File: config.mk
export PLATFORM = sky130hd
export DESIGN_NAME = mouse_tile_click
export DESIGN_NICKNAME = d
export VERILOG_FILES = /design/src/rtl/mouse_tile_click.sv
export SDC_FILE = /design/constraint.sdc
export NUM_CORES = 1
export LEC_CHECK = 0
export CAP_MARGIN = 20
export CELL_PAD_IN_SITES_DETAIL_PLACEMENT = 1
export CELL_PAD_IN_SITES_GLOBAL_PLACEMENT = 1
export CORE_ASPECT_RATIO = 0.8
export CORE_MARGIN = 8
export CORE_UTILIZATION = 35
export CTS_BUF_LIST = sky130_fd_sc_hd__clkbuf_4
export DETAILED_ROUTE_END_ITERATION = 8
export PLACE_DENSITY = 0.88
export SLEW_MARGIN = 20
export SYNTH_ARGS = -nofsm -noshare
export SYNTH_HDL_FRONTEND = slang
export SYNTH_SLANG_ARGS = --single-unit
File: constraint.sdc
create_clock -name clk -period 2 [get_ports clk]
set_input_delay 0.2 -clock clk [delete_from_list [all_inputs] [get_ports clk]]
set_output_delay 0.2 -clock clk [all_outputs]
set_load 0.05 [all_outputs]
File: src/rtl/mouse_tile_click.sv
// Debounced mouse click decoder: converts the raw left button and cursor position
// into single-cycle click pulses tagged with the tile index under the cursor.
module mouse_tile_click #(
    parameter int GRID_COLS = 4,
    parameter int GRID_ROWS = 2,
    parameter int X_ORIGIN  = 64,
    parameter int Y_ORIGIN  = 96,
    parameter int TILE_W    = 128,
    parameter int TILE_H    = 128,
    parameter int GAP       = 32,
    parameter int DB_CYCLES = 16
) (
    input  logic                                      clk,
    input  logic                                      rst,
    input  logic                                      MouseLeft,
    input  logic [11:0]                               xpos,
    input  logic [11:0]                               ypos,
    output logic                                      click_valid,
    output logic [$clog2(GRID_COLS*GRID_ROWS)-1:0]    click_tile,
    output logic                                      btn_held,
    output logic                                      hover_valid,
    output logic [$clog2(GRID_COLS*GRID_ROWS)-1:0]    hover_tile
);

    localparam int TILE_BITS = $clog2(GRID_COLS*GRID_ROWS);
    localparam int CNT_W     = $clog2(DB_CYCLES);

    typedef enum logic [2:0] {
        IDLE,
        PRESS_DB,
        HELD,
        MISS_HELD,
        RELEASE_DB
    } state_t;

    state_t               state, state_nxt;
    logic                 ml_q1, ml_s;
    logic [CNT_W-1:0]     cnt;
    logic                 accept;
    logic                 hit_valid;
    logic [TILE_BITS-1:0] hit_tile;
    logic [TILE_BITS-1:0] press_tile;
    logic                 latch_press;
    logic                 fire, fire_q;

    // NOTE: sequential state uses non-blocking assignments so every flop samples
    // the pre-edge values of its neighbours, exactly like the hardware.
    always_ff @(posedge clk or posedge rst) begin
        if (rst) begin
            ml_q1 <= 1'b0;
            ml_s  <= 1'b0;
        end else begin
            ml_q1 <= MouseLeft;
            ml_s  <= ml_q1;
        end
    end

    assign accept = (ml_s != btn_held) && (cnt == CNT_W'(DB_CYCLES - 1));

    // Counter only runs while the synchronized level disagrees with btn_held.
    always_ff @(posedge clk or posedge rst) begin
        if (rst) begin
            cnt      <= '0;
            btn_held <= 1'b0;
        end else if (ml_s == btn_held) begin
            cnt <= '0;
        end else if (accept) begin
            cnt      <= '0;
            btn_held <= ~btn_held;
        end else begin
            cnt <= cnt + CNT_W'(1);
        end
    end

    // NOTE: every variable written here gets a default first, so no path can
    // leave it unassigned and infer a latch.
    always_comb begin
        int col_idx;
        int row_idx;
        logic col_hit;
        logic row_hit;
        col_idx = 0;
        row_idx = 0;
        col_hit = 1'b0;
        row_hit = 1'b0;
        for (int c = 0; c < GRID_COLS; c++) begin
            if (int'(xpos) >= X_ORIGIN + c*(TILE_W + GAP) &&
                int'(xpos) <  X_ORIGIN + c*(TILE_W + GAP) + TILE_W) begin
                col_hit = 1'b1;
                col_idx = c;
            end
        end
        for (int r = 0; r < GRID_ROWS; r++) begin
            if (int'(ypos) >= Y_ORIGIN + r*(TILE_H + GAP) &&
                int'(ypos) <  Y_ORIGIN + r*(TILE_H + GAP) + TILE_H) begin
                row_hit = 1'b1;
                row_idx = r;
            end
        end
        hit_valid = col_hit && row_hit;
        hit_tile  = hit_valid ? TILE_BITS'(row_idx*GRID_COLS + col_idx) : '0;
    end

    always_ff @(posedge clk or posedge rst) begin
        if (rst) begin
            hover_valid <= 1'b0;
            hover_tile  <= '0;
        end else begin
            hover_valid <= hit_valid;
            hover_tile  <= hit_tile;
        end
    end

    always_ff @(posedge clk or posedge rst) begin
        if (rst) state <= IDLE;
        else     state <= state_nxt;
    end

    always_comb begin
        state_nxt = state;
        unique case (state)
            IDLE:       if (ml_s) state_nxt = PRESS_DB;
            PRESS_DB: begin
                if (!ml_s)       state_nxt = IDLE;
                else if (accept) state_nxt = hover_valid ? HELD : MISS_HELD;
            end
            HELD:       if (!ml_s) state_nxt = RELEASE_DB;
            RELEASE_DB: begin
                if (ml_s)        state_nxt = HELD;
                else if (accept) state_nxt = IDLE;
            end
            MISS_HELD:  if (accept) state_nxt = IDLE;
            default:    state_nxt = IDLE;
        endcase
    end

    always_comb begin
        latch_press = (state == PRESS_DB) && accept && hover_valid;
        fire        = (state == RELEASE_DB) && accept && !ml_s &&
                      hover_valid && (hover_tile == press_tile);
    end

    // The release decision lands with btn_held; the pulse follows one cycle later.
    always_ff @(posedge clk or posedge rst) begin
        if (rst) begin
            press_tile  <= '0;
            fire_q      <= 1'b0;
            click_valid <= 1'b0;
            click_tile  <= '0;
        end else begin
            if (latch_press) press_tile <= hover_tile;
            fire_q      <= fire;
            click_valid <= fire_q;
            click_tile  <= fire_q ? press_tile : '0;
        end
    end

endmodule

==> impl_metrics.yaml <==
status:
  status: "finished clean"
critical_path:
  end_kind: "primary output"
  reg2reg_to: "press_tile[1]"
  start_kind: "register"
  crit_arrival_ns: 1.59
  crit_buf_inv: 1
  regToRegSetupSlack_ns: 0.37
  rr_worst_depth: 5
  critPathKind: "register to primary output"
  worstPathRequired_ns: 1.80
  max_stage_delay_ns: 0.84
  worstReg2RegStart: "cnt[0]"
  path_max_fanout: 4
  cp_top_family: "buffers and inverters"
  cp_slowest_cell: "clkdlybuf4s50_1"
  crit_chain: "clkdlybuf4s50_1"
pwr:
  p_clk_frac: 0.377
  power_frac_seq: 0.521
  p_comb_frac: 0.102
  intPower_mw: 0.707
  p_leak_nw: 0.599
  vdd_drop_max_uv: 326
  swShare: 0.206
  power.density_mw_per_mm2: 636
  finalPower_mw: 0.891
  power_switching_mw: 0.184
synthesis:
  yosys_most_used_dff: "dfrtp_1"
  yosysTopAreaCellShare: 0.517
  yosys_warnings: 0
  ys_ff_latch: 22
  synth.distinct_cells: 38
  synth_area_leaders: "dfrtp_1 52%, nor2_1 3.5%, a21oi_1 3.3%, xnor2_1 3.3%, mux2_1 3.2%"
  async_flop_share: 1.00
  synth_edf_count: 0
  synthCells: 98
  syn_avg_cell_area_um2: 10.9
  syn_area_mm2: 0.00106
  synth_most_common_cell: "dfrtp_1"
  synth_commonest_cells: "22 x dfrtp_1, 10 x nor2_1, 7 x a21oi_1"
  synth_fp_nets: 126
  seq_area_frac_synth: 0.517
  synth.largest_area_cell: "dfrtp_1"
timing:
  rsz0062_at_grt: "no"
  skew_ns: 0.00740
  slew_violations: 0
  setup_ws_ns: 0.215
  timing.final.hold_violations: 0
  tightest_slew_ns: 0.501
  period_share: 0.893
  whs_ns: 0.209
  setup-tns-final_ns: 0
  min_period_ns: 1.79
  max_slew_margin: 0.665
  finalSetupViolations: 0
  max_freq_ghz: 0.560
grt:
  grt_pass1_wl_um: 4220
  grt_usage: 0.101
  overflow: 0
  grt_start_max_net_pins: 23
  antenna_found_initial: 0
  grt_pass1_vias: 924
routing:
  routedWlPerCell_um: 14.5
  routed_wl_um: 2380
  viasPerCell: 5.04
  num_vias: 827
  detail_route.first_pass.iterations: 4
  antenna_left: 0
  post-route-drc-count: 0
  drtIter0Drc: 26
floorplan:
  dieHeight_um: 65.3
  die_width_um: 77.7
  ios: 36
  num_rows: 18
  fp.coreArea_mm2: 0.00300
  die_area_mm2: 0.00507
  start_util: 0.355
placed_design:
  dp_hpwl_um: 1920
  post_dp_cell_area_mm2: 0.00135
  place_ws_ns: 0.310
  port_buffers: 25
  finalWeightedCongestion: 0.782
finish:
  diodes: 0
  nets: 153
  design_area_mm2: 0.00140
  area_delta_synth_final_pct: 31.6
  drive_above_1_share: 0.105
  nFillCells: 341
cts:
  cts_root_buffer: "clkbuf_4"
  clockBufferDepth: 2
  cts_setup_buffers: 0
  path_clk_slew_ns: 0.12
  cts.sinks: 22
  cts_buffers: 3
  hold_buffers: 0
  worstSkewPairLatency_ns: 0.31
  htree_levels: 1
  cts_tree: "done"
  cts-resized-gates: 0
flow_run:
  cap_violations: 0
worst_hold_path:
  hold_class: "input port to asynchronous set/reset pin"
==> routing by layer <==
| metal | vias up | routed length (um) | track usage |
|---|---|---|---|
| met4 | 0 | 10 | 0.0188 |
| li1 | 394 | - | - |
| met1 | 405 | 923 | 0.0981 |
| met3 | 2 | 176 | 0.0477 |
| met5 | - | 0 | 0 |
| met2 | 26 | 1270 | 0.193 |
==> power groups by stage <==
| stage | registers [mW] | logic, mW | clock network, mW |
|---|---|---|---|
| 4_1_cts | 0.464 | 0.0920 | 0.345 |
| 5_1_grt | 0.467 | 0.0996 | 0.365 |
| 2_1_floorplan | 0.468 | 0.0471 | 0 |
| 3_3_place_gp | 0.471 | 0.0862 | 0 |
| 3_5_place_dp | 0.472 | 0.0915 | 0 |
| 6_report | 0.464 | 0.0908 | 0.336 |
==> worst max path at each step <==
stage	startpoint	slack [ns]	cells after the start	end
floorplan	btn_held	0.41	4	press_tile[0]
global placement	xpos[5]	0.37	5	hover_tile[1]
detailed placement	xpos[5]	0.31	5	hover_tile[1]
CTS	hover_valid	0.19	1	hover_valid
global route	hover_valid	0.16	1	hover_valid
finish	hover_valid	0.21	1	hover_valid
==> state kept, by name (all words and copies together) (netlist names) <==
name         count
click_valid      1
hover_tile       3
cnt              4
ml_q1            1
press_tile       3
click_tile       3
fire_q           1
btn_held         1
ml_s             1
state            3
hover_valid      1
==> worst reg2reg max path, stage by stage, from the launching register on <==
cell	delay [ns]
dfrtp_1	0.42
ha_1	0.23
nand3_1	0.20
nor2_2	0.17
nand4_2	0.15
mux2_1	0.35
==> metrics by stage <==
stage | std cells | utilization
2_1_floorplan | 98 | -
3_3_place_gp | 160 | 0.450
3_5_place_dp | 160 | 0.450
4_1_cts | 164 | 0.468
5_1_grt | 164 | 0.468
6_report | 164 | 0.468
==> logic make-up (layout without fill, tap and decap cells) <==
kind of cell,Yosys count,in the layout,synth area share
simple gates,42,42,0.239
buf+inv,6,32,0.0294
xor+xnor,6,6,0.0564
flops,22,22,0.517
compound gates,16,16,0.0952
fa+ha+maj,1,1,0.0117
mux,5,5,0.0517
==> area by class of cell <==
type | count | area, um2 | share of cell area
well taps | 40 | 50.0 | 0.0357
clock buffers | 3 | 22.5 | 0.0161
multi-input cells | 70 | 483 | 0.345
inverters | 2 | 7.51 | 0.00536
clock inverters | 1 | 30.0 | 0.0214
repair buffers | 26 | 258 | 0.184
flip-flops and latches | 22 | 551 | 0.393
==> layout by cell type (no fill, tap or decap), types with 2 or more instances in the layout <==
| cell | synthesis | routed |
|---|---|---|
| dfrtp_1 | 22 | 22 |
| inv_1 | 2 | 2 |
| nand2_1 | 5 | 5 |
| nand4b_1 | 2 | 2 |
| nand2b_1 | 2 | 2 |
| nand3_1 | 3 | 3 |
| clkdlybuf4s50_1 | 0 | 25 |
| clkbuf_4 | 0 | 3 |
| and4bb_2 | 2 | 2 |
| nor3_1 | 4 | 4 |
| mux2_1 | 3 | 3 |
| xnor2_1 | 4 | 4 |
| a211oi_1 | 2 | 2 |
| nor2b_1 | 2 | 2 |
| a21oi_1 | 7 | 7 |
| and2_1 | 3 | 3 |
| o21ai_0 | 2 | 2 |
| nor2_1 | 10 | 10 |
(Power assumes the default switching activity.)
